## config.mk

```make
export PLATFORM = sky130hd
export DESIGN_NAME = wb_stage_flat
export DESIGN_NICKNAME = d
export VERILOG_FILES = /design/src/rtl/wb_pkg.sv /design/src/rtl/wb_if.sv /design/src/rtl/load_align.sv /design/src/rtl/wb_stage.sv /design/src/flat_wrapper.sv
export SDC_FILE = /design/constraint.sdc
export NUM_CORES = 1
export LEC_CHECK = 0
export CORE_MARGIN = 1
export CORE_UTILIZATION = 40
export DETAILED_ROUTE_END_ITERATION = 6
export DONT_BUFFER_PORTS = 1
export GPL_TIMING_DRIVEN = 0
export PLACE_DENSITY = 0.58
export SKIP_CTS_REPAIR_TIMING = 1
export SYNTH_ARGS = -nofsm -noshare
export SYNTH_HDL_FRONTEND = slang
export SYNTH_HIERARCHICAL = 1
export SYNTH_SLANG_ARGS = --single-unit
```

## constraint.sdc

```tcl
create_clock -name clk -period 6.7 [get_ports clk]
set_clock_uncertainty 0.1 [all_clocks]
set_input_delay 1.34 -clock clk [delete_from_list [all_inputs] [get_ports clk]]
set_output_delay 1.34 -clock clk [all_outputs]
set_load 0.01 [all_outputs]
```

## src/rtl/wb_pkg.sv

```systemverilog
// Shared types and constants for the writeback stage: load encodings, FSM states, load request record.
package wb_pkg;

  localparam int unsigned XLEN  = 32;
  localparam int unsigned REG_W = 5;

  localparam logic [2:0] F3_LB  = 3'b000;
  localparam logic [2:0] F3_LH  = 3'b001;
  localparam logic [2:0] F3_LW  = 3'b010;
  localparam logic [2:0] F3_LBU = 3'b100;
  localparam logic [2:0] F3_LHU = 3'b101;

  typedef enum logic {
    IDLE      = 1'b0,
    WAIT_LOAD = 1'b1
  } wb_state_e;

  typedef struct packed {
    logic [REG_W-1:0] rd;
    logic [2:0]       funct3;
    logic [1:0]       addr_lo;
  } load_req_t;

endpackage

```

## src/rtl/wb_if.sv

```systemverilog
// Execute/data-memory/register-file signal bundle seen by the writeback stage.
interface wb_if;
  import wb_pkg::*;

  logic             ex_valid;
  logic             ex_ready;
  logic [REG_W-1:0] ex_rd;
  logic [XLEN-1:0]  ex_result;
  logic             ex_is_load;
  logic [2:0]       ex_funct3;
  logic [1:0]       ex_addr_lo;
  logic             mem_rvalid;
  logic [XLEN-1:0]  mem_rdata;
  logic [REG_W-1:0] rd;
  logic [XLEN-1:0]  write_data;
  logic             write_enable;
  logic             err;

  modport master (
    output ex_valid, ex_rd, ex_result, ex_is_load, ex_funct3, ex_addr_lo,
    output mem_rvalid, mem_rdata,
    input  ex_ready, rd, write_data, write_enable, err
  );

  modport slave (
    input  ex_valid, ex_rd, ex_result, ex_is_load, ex_funct3, ex_addr_lo,
    input  mem_rvalid, mem_rdata,
    output ex_ready, rd, write_data, write_enable, err
  );

endinterface

```

## src/rtl/load_align.sv

```systemverilog
// Selects and extends the addressed byte/half/word of a load; flags misaligned and unknown encodings.
module load_align
  import wb_pkg::*;
(
  input  logic [2:0]      funct3,
  input  logic [1:0]      addr_lo,
  input  logic [XLEN-1:0] word,
  output logic [XLEN-1:0] data,
  output logic            misalign,
  output logic            illegal
);

  logic [7:0]  b_sel;
  logic [15:0] h_sel;

  // Misaligned halves fall back to the half chosen by addr_lo[1]; odd encodings pass the word.
  always_comb begin
    b_sel    = word[{addr_lo, 3'b000} +: 8];
    h_sel    = word[{addr_lo[1], 4'b0000} +: 16];
    data     = word;
    misalign = 1'b0;
    illegal  = 1'b0;
    case (funct3)
      F3_LB:   data = {{24{b_sel[7]}}, b_sel};
      F3_LBU:  data = {24'h000000, b_sel};
      F3_LH: begin
        data     = {{16{h_sel[15]}}, h_sel};
        misalign = addr_lo[0];
      end
      F3_LHU: begin
        data     = {16'h0000, h_sel};
        misalign = addr_lo[0];
      end
      F3_LW:   misalign = |addr_lo;
      default: illegal = 1'b1;
    endcase
  end

endmodule

```

## src/rtl/wb_stage.sv

```systemverilog
// RV32E writeback stage: commits ALU results or waits for load data, drives the register-file write port.
module wb_stage
  import wb_pkg::*;
#(
  parameter int unsigned LOAD_TIMEOUT = 16
) (
  input  logic clk,
  input  logic rst,
  wb_if.slave  bus
);

  localparam int unsigned CNT_W = (LOAD_TIMEOUT > 2) ? $clog2(LOAD_TIMEOUT) : 1;
  // Counter is 0 in the first WAIT_LOAD cycle, so the last waiting cycle holds LOAD_TIMEOUT-2.
  localparam logic [CNT_W-1:0] CNT_LAST = CNT_W'(LOAD_TIMEOUT - 2);

  wb_state_e        state;
  load_req_t        req;
  logic [CNT_W-1:0] cnt;

  logic [XLEN-1:0]  align_data;
  logic             align_misalign;
  logic             align_illegal;

  logic             commit_c;
  logic [REG_W-1:0] commit_rd_c;
  logic [XLEN-1:0]  commit_data_c;
  logic             commit_err_c;

  load_align u_load_align (
    .funct3   (req.funct3),
    .addr_lo  (req.addr_lo),
    .word     (bus.mem_rdata),
    .data     (align_data),
    .misalign (align_misalign),
    .illegal  (align_illegal)
  );

  // Picks what (if anything) reaches the write port this cycle.
  always_comb begin
    commit_c      = 1'b0;
    commit_rd_c   = bus.ex_rd;
    commit_data_c = bus.ex_result;
    commit_err_c  = 1'b0;
    if (state == IDLE && bus.ex_valid && !bus.ex_is_load) begin
      commit_c = 1'b1;
    end else if (state == WAIT_LOAD && bus.mem_rvalid) begin
      commit_c      = 1'b1;
      commit_rd_c   = req.rd;
      commit_data_c = align_data;
      commit_err_c  = align_misalign | align_illegal;
    end
  end

  always_ff @(posedge clk or posedge rst) begin
    if (rst) begin
      state            <= IDLE;
      req              <= '0;
      cnt              <= '0;
      bus.ex_ready     <= 1'b1;
      bus.write_enable <= 1'b0;
      bus.rd           <= '0;
      bus.write_data   <= '0;
      bus.err          <= 1'b0;
    end else begin
      bus.write_enable <= 1'b0;

      case (state)
        IDLE: begin
          if (bus.mem_rvalid) bus.err <= 1'b1;
          if (bus.ex_valid && bus.ex_is_load) begin
            req          <= '{rd: bus.ex_rd, funct3: bus.ex_funct3, addr_lo: bus.ex_addr_lo};
            cnt          <= '0;
            state        <= WAIT_LOAD;
            bus.ex_ready <= 1'b0;
          end
        end
        WAIT_LOAD: begin
          if (bus.mem_rvalid) begin
            state        <= IDLE;
            bus.ex_ready <= 1'b1;
          end else if (cnt == CNT_LAST) begin
            bus.err      <= 1'b1;
            state        <= IDLE;
            bus.ex_ready <= 1'b1;
          end else begin
            cnt <= cnt + CNT_W'(1);
          end
        end
        default: begin
          state        <= IDLE;
          bus.ex_ready <= 1'b1;
        end
      endcase

      // x0 writes are silently dropped; indices above 15 do not exist in RV32E.
      if (commit_c) begin
        if (commit_err_c) bus.err <= 1'b1;
        if (commit_rd_c[REG_W-1]) begin
          bus.err <= 1'b1;
        end else if (commit_rd_c != '0) begin
          bus.write_enable <= 1'b1;
          bus.rd           <= commit_rd_c;
          bus.write_data   <= commit_data_c;
        end
      end
    end
  end

endmodule

```

## src/flat_wrapper.sv

```systemverilog
// flat-port wrapper written by rule: the top's interface ports become plain ports
module wb_stage_flat import wb_pkg::*;
#(
  parameter int unsigned LOAD_TIMEOUT = 16
)
  (clk, rst, bus_ex_valid, bus_ex_rd, bus_ex_result, bus_ex_is_load, bus_ex_funct3, bus_ex_addr_lo, bus_mem_rvalid, bus_mem_rdata, bus_ex_ready, bus_rd, bus_write_data, bus_write_enable, bus_err);
  wb_if bus_i ();
  input  logic clk;
  input  logic rst;
  input wire logic [$bits(bus_i.ex_valid)-1:0] bus_ex_valid;
  input wire logic [$bits(bus_i.ex_rd)-1:0] bus_ex_rd;
  input wire logic [$bits(bus_i.ex_result)-1:0] bus_ex_result;
  input wire logic [$bits(bus_i.ex_is_load)-1:0] bus_ex_is_load;
  input wire logic [$bits(bus_i.ex_funct3)-1:0] bus_ex_funct3;
  input wire logic [$bits(bus_i.ex_addr_lo)-1:0] bus_ex_addr_lo;
  input wire logic [$bits(bus_i.mem_rvalid)-1:0] bus_mem_rvalid;
  input wire logic [$bits(bus_i.mem_rdata)-1:0] bus_mem_rdata;
  output wire logic [$bits(bus_i.ex_ready)-1:0] bus_ex_ready;
  output wire logic [$bits(bus_i.rd)-1:0] bus_rd;
  output wire logic [$bits(bus_i.write_data)-1:0] bus_write_data;
  output wire logic [$bits(bus_i.write_enable)-1:0] bus_write_enable;
  output wire logic [$bits(bus_i.err)-1:0] bus_err;
  assign bus_i.ex_valid = bus_ex_valid;
  assign bus_i.ex_rd = bus_ex_rd;
  assign bus_i.ex_result = bus_ex_result;
  assign bus_i.ex_is_load = bus_ex_is_load;
  assign bus_i.ex_funct3 = bus_ex_funct3;
  assign bus_i.ex_addr_lo = bus_ex_addr_lo;
  assign bus_i.mem_rvalid = bus_mem_rvalid;
  assign bus_i.mem_rdata = bus_mem_rdata;
  assign bus_ex_ready = bus_i.ex_ready;
  assign bus_rd = bus_i.rd;
  assign bus_write_data = bus_i.write_data;
  assign bus_write_enable = bus_i.write_enable;
  assign bus_err = bus_i.err;
  wb_stage #(.LOAD_TIMEOUT(LOAD_TIMEOUT)) u_core (.clk(clk), .rst(rst), .bus(bus_i));
endmodule
```

==> run summary <==
largest buffer count on any clock path: 2
kind of end point of the critical path: flop
static leakage power: 1.65 nW
proportion of layout cells with a drive suffix above 1: 38.3%
global-route wire length before repair: 15300 um
synthesized cell area: 3680 um2
share of the core filled with cells in the final layout: 44.9%
final sum of negative setup slack: 0 ns
number of enable-type register cells in the synthesized netlist: 0
power density over the cells: 318 nW/um2
cell count after synthesis: 320
crit path to: u_core/bus.write_data[14]
Slowest cell on crit path: or4b_1
total number of vias: 2638
aggregate global-route resource usage: 20.3%
number of sinks driven by the clock tree: 54
via count of the first global-routing pass: 2772
die boundary width: 98.0 um
Core Rows: 34
cell at the root of the clock tree: clkbuf_8
leading cell type in the layout, fill and taps excluded: mux2_2
startpoint of the most critical setup path: bus_ex_rd[4]
number of ports placed on the die boundary: 119
commonest non-fill, non-tap cells in the layout: 59 x mux2_2, 53 x dfrtp_1, 34 x nand2_1
die outline height: 98.0 um
RSZ-0062 raised after global routing: no
net switching fraction of the power: 36.1%
final critical-path required period: 2.89 ns
post-synth cell types: 49
cell family with the largest share of critical-path delay: simple AND/OR/NAND/NOR gates
detailed-route wire length: 9490 um
Vias/cell: 6.04
Seq pwr share: 44.9%
sequential cell area: 1350 um2
Max-cap violations: 0
count of buffers from port buffering: 0
TritonCTS clock tree: built
fill cell count: 828
Syn. warnings: 6
Inserted Clock Buffers: 5
GP Congestion: 0.902
Critical Setup Path Class: in2reg
crit path buf inv count: 2
Pre-Repair DR Iteration Count: 7
initial antenna violation count: 0
net count of the mapped netlist: 401
data required time at the worst endpoint: 6.80 ns
R2R cell count: 7
minimum setup slack among reg-to-reg paths: 4.20 ns
maximum clock rate: 0.346 GHz
critical path cell sequence: or4b_1 > a222oi_1 > buf_6 > buf_12 > mux2_4
async set-or-reset flop fraction in the synthesized netlist: 100%
cell internal power dissipation: 0.803 mW
maximum number of pins on one net before global-route repair: 29
CP max stage delay: 0.53 ns
fraction of the yosys area taken by sequential cells: 36.7%
worst reg2reg endpoint: u_core/bus.write_data[12]
clock slew seen by the registers of the worst setup and hold paths: 0.11 ns
number of storage elements in the synthesis netlist: 54
tightest slew margin relative to the limit: 58.3%
Clock power frac: 18.1%
status: finished with violations
setup violators final: 0
failing checks: design-rule violations
type of the worst min-delay path: reg2reg
origin of the critical flop-to-flop path: u_core/req[1]
Synth Flop Type: dfrtp_1
Remaining Overflow, GRT: 0
share of the clock period used by the worst path after layout: 43.2%
final HPWL from detailed placement: 7440 um
post-detailed-route count of antenna-violating nets: 0
final number of hold-violating endpoints: 0
starting density of the core: 41.8%
post-detailed-route DRC marker count: 11
CP Launch Type: input pin
Synth-to-Final Area Change: 7.27%
number of nets in the layout: 409
relative contribution of combinational cells to total power: 37.0%
Antenna Cells: 0
CP Data Arrival Time: 2.99 ns
critical-path maximum fanout: 10
max-slew violations: 0
switching pwr: 0.453 mW
Peak VDD IR: 0.138 mV
multi-input logic area: 2100 um2
standard cell core area: 8810 um2
worst skew pair latency: 0.31 ns
Stages on worst setup path: 5
mean area per synthesized cell: 11.5 um2
Die Outline Area: 9600 um2
number of violations reported at the end of detailed-routing iteration 0: 111
CTS H-tree depth: 2
routed length per instance: 21.7 um
pin slew with the least headroom to its limit: 0.625 ns
==> power groups by stage <==
stage	registers, mW	clock network, mW	logic (mW)
5_1_grt	0.580	0.247	0.511
3_3_place_gp	0.571	0	0.455
2_1_floorplan	0.546	0	0.387
4_1_cts	0.568	0.238	0.467
6_report	0.564	0.227	0.465
3_5_place_dp	0.573	0	0.464
==> logic make-up (layout without fill, tap and decap cells) <==
kind of cell             after synthesis  count (layout)  share of synthesized area (%)
multiplexers                          95              95                           32.2
buffers and inverters                 35              44                           6.39
flip-flops                            54              54                           36.7
AO/OA/AOI/OAI                         70              70                           15.7
AND/OR/NAND/NOR                       63              63                           8.25
adder cells (fa/ha/maj)                2               2                          0.679
other                                  1               1                          0.102
==> synth_stat cells (2+ instances only) <==
library cell | number | share of area (%)
mux2_2 | 59 | 18
dfrtp_1 | 53 | 36
mux2i_1 | 6 | 1.6
nor2b_1 | 3 | 0.51
nor4_1 | 5 | 0.85
mux2_4 | 29 | 12
nand2b_1 | 3 | 0.51
o21ai_0 | 10 | 1.4
o22ai_1 | 2 | 0.34
o221ai_1 | 11 | 2.6
clkbuf_1 | 12 | 1.2
a22oi_1 | 13 | 2.6
a21o_1 | 2 | 0.41
o31ai_2 | 9 | 3.1
a41oi_1 | 2 | 0.48
buf_6 | 5 | 1.5
a21oi_1 | 3 | 0.41
nand3b_1 | 2 | 0.41
o31ai_1 | 7 | 1.4
ha_1 | 2 | 0.68
nand2_1 | 34 | 3.5
nand3_1 | 3 | 0.41
buf_12 | 3 | 1.6
inv_1 | 10 | 1.0
buf_2 | 3 | 0.41
nor2_1 | 6 | 0.61
==> through the flow <==
step / area, um2 / hold slack [ns] / instances / total power [mW] / setup WS (ns)
final: 3950 / 0.412 / 437 / 1.26 / 3.81
after global routing: 3950 / 0.469 / 437 / 1.34 / 3.74
after CTS: 3950 / 0.420 / 437 / 1.27 / 3.84
after detailed placement: 3840 / 0.403 / 429 / 1.04 / 3.49
after global placement: 3820 / 0.408 / 428 / 1.03 / 3.29
after floorplan: 3680 / 0.386 / 320 / 0.933 / 3.61
==> registers in the layout, summed over array words and instances (netlist names) <==
| name | flops |
|---|---|
| u_core/bus.write_data | 32 |
| u_core/req | 10 |
| u_core/bus.rd | 4 |
| u_core/cnt | 4 |
| u_core/bus.err | 1 |
| u_core/bus.ex_ready | 1 |
| u_core/bus.write_enable | 1 |
| u_core/state | 1 |
==> worst reg2reg max path, cell delays in order (launching register included) <==
cell and delay (ns):
dfrtp_1 0.38, buf_6 0.15, clkbuf_1 0.39, nor2_1 0.11, a22oi_1 0.50, o221ai_1 0.22, mux2_2 0.29, mux2_4 0.25
==> cell type report <==
type                       instances  share of cell area (%)
timing repair buffer               1                   0.507
tap                              108                    3.42
clock buffer                       5                    1.74
inverter                          10                   0.950
buffer                            25                    5.00
clock inverter                     3                    1.11
multi-input combinational        231                    53.0
sequential                        54                    34.2
==> per-layer routing <==
layer	up-vias	wire length, um	global-route usage [%]
li1	1222	-	-
met4	0	93	4.08
met1	1297	3910	26.8
met2	110	4410	31.7
met3	9	1070	7.66
met5	-	0	0
==> how the worst min path moves through the flow <==
| stage | endpoint | slack (ns) | depth (start not counted) | start |
|---|---|---|---|---|
| floorplan | u_core/bus.ex_ready | 0.39 | 2 | u_core/bus.ex_ready |
| global placement | u_core/bus.ex_ready | 0.41 | 2 | u_core/bus.ex_ready |
| detailed placement | u_core/bus.ex_ready | 0.40 | 2 | u_core/bus.ex_ready |
| CTS | u_core/bus.ex_ready | 0.42 | 2 | u_core/bus.ex_ready |
| global route | u_core/req[1] | 0.47 | 1 | u_core/req[1] |
| finish | u_core/bus.ex_ready | 0.41 | 2 | u_core/bus.ex_ready |
Power figures use the tool's default switching activity.
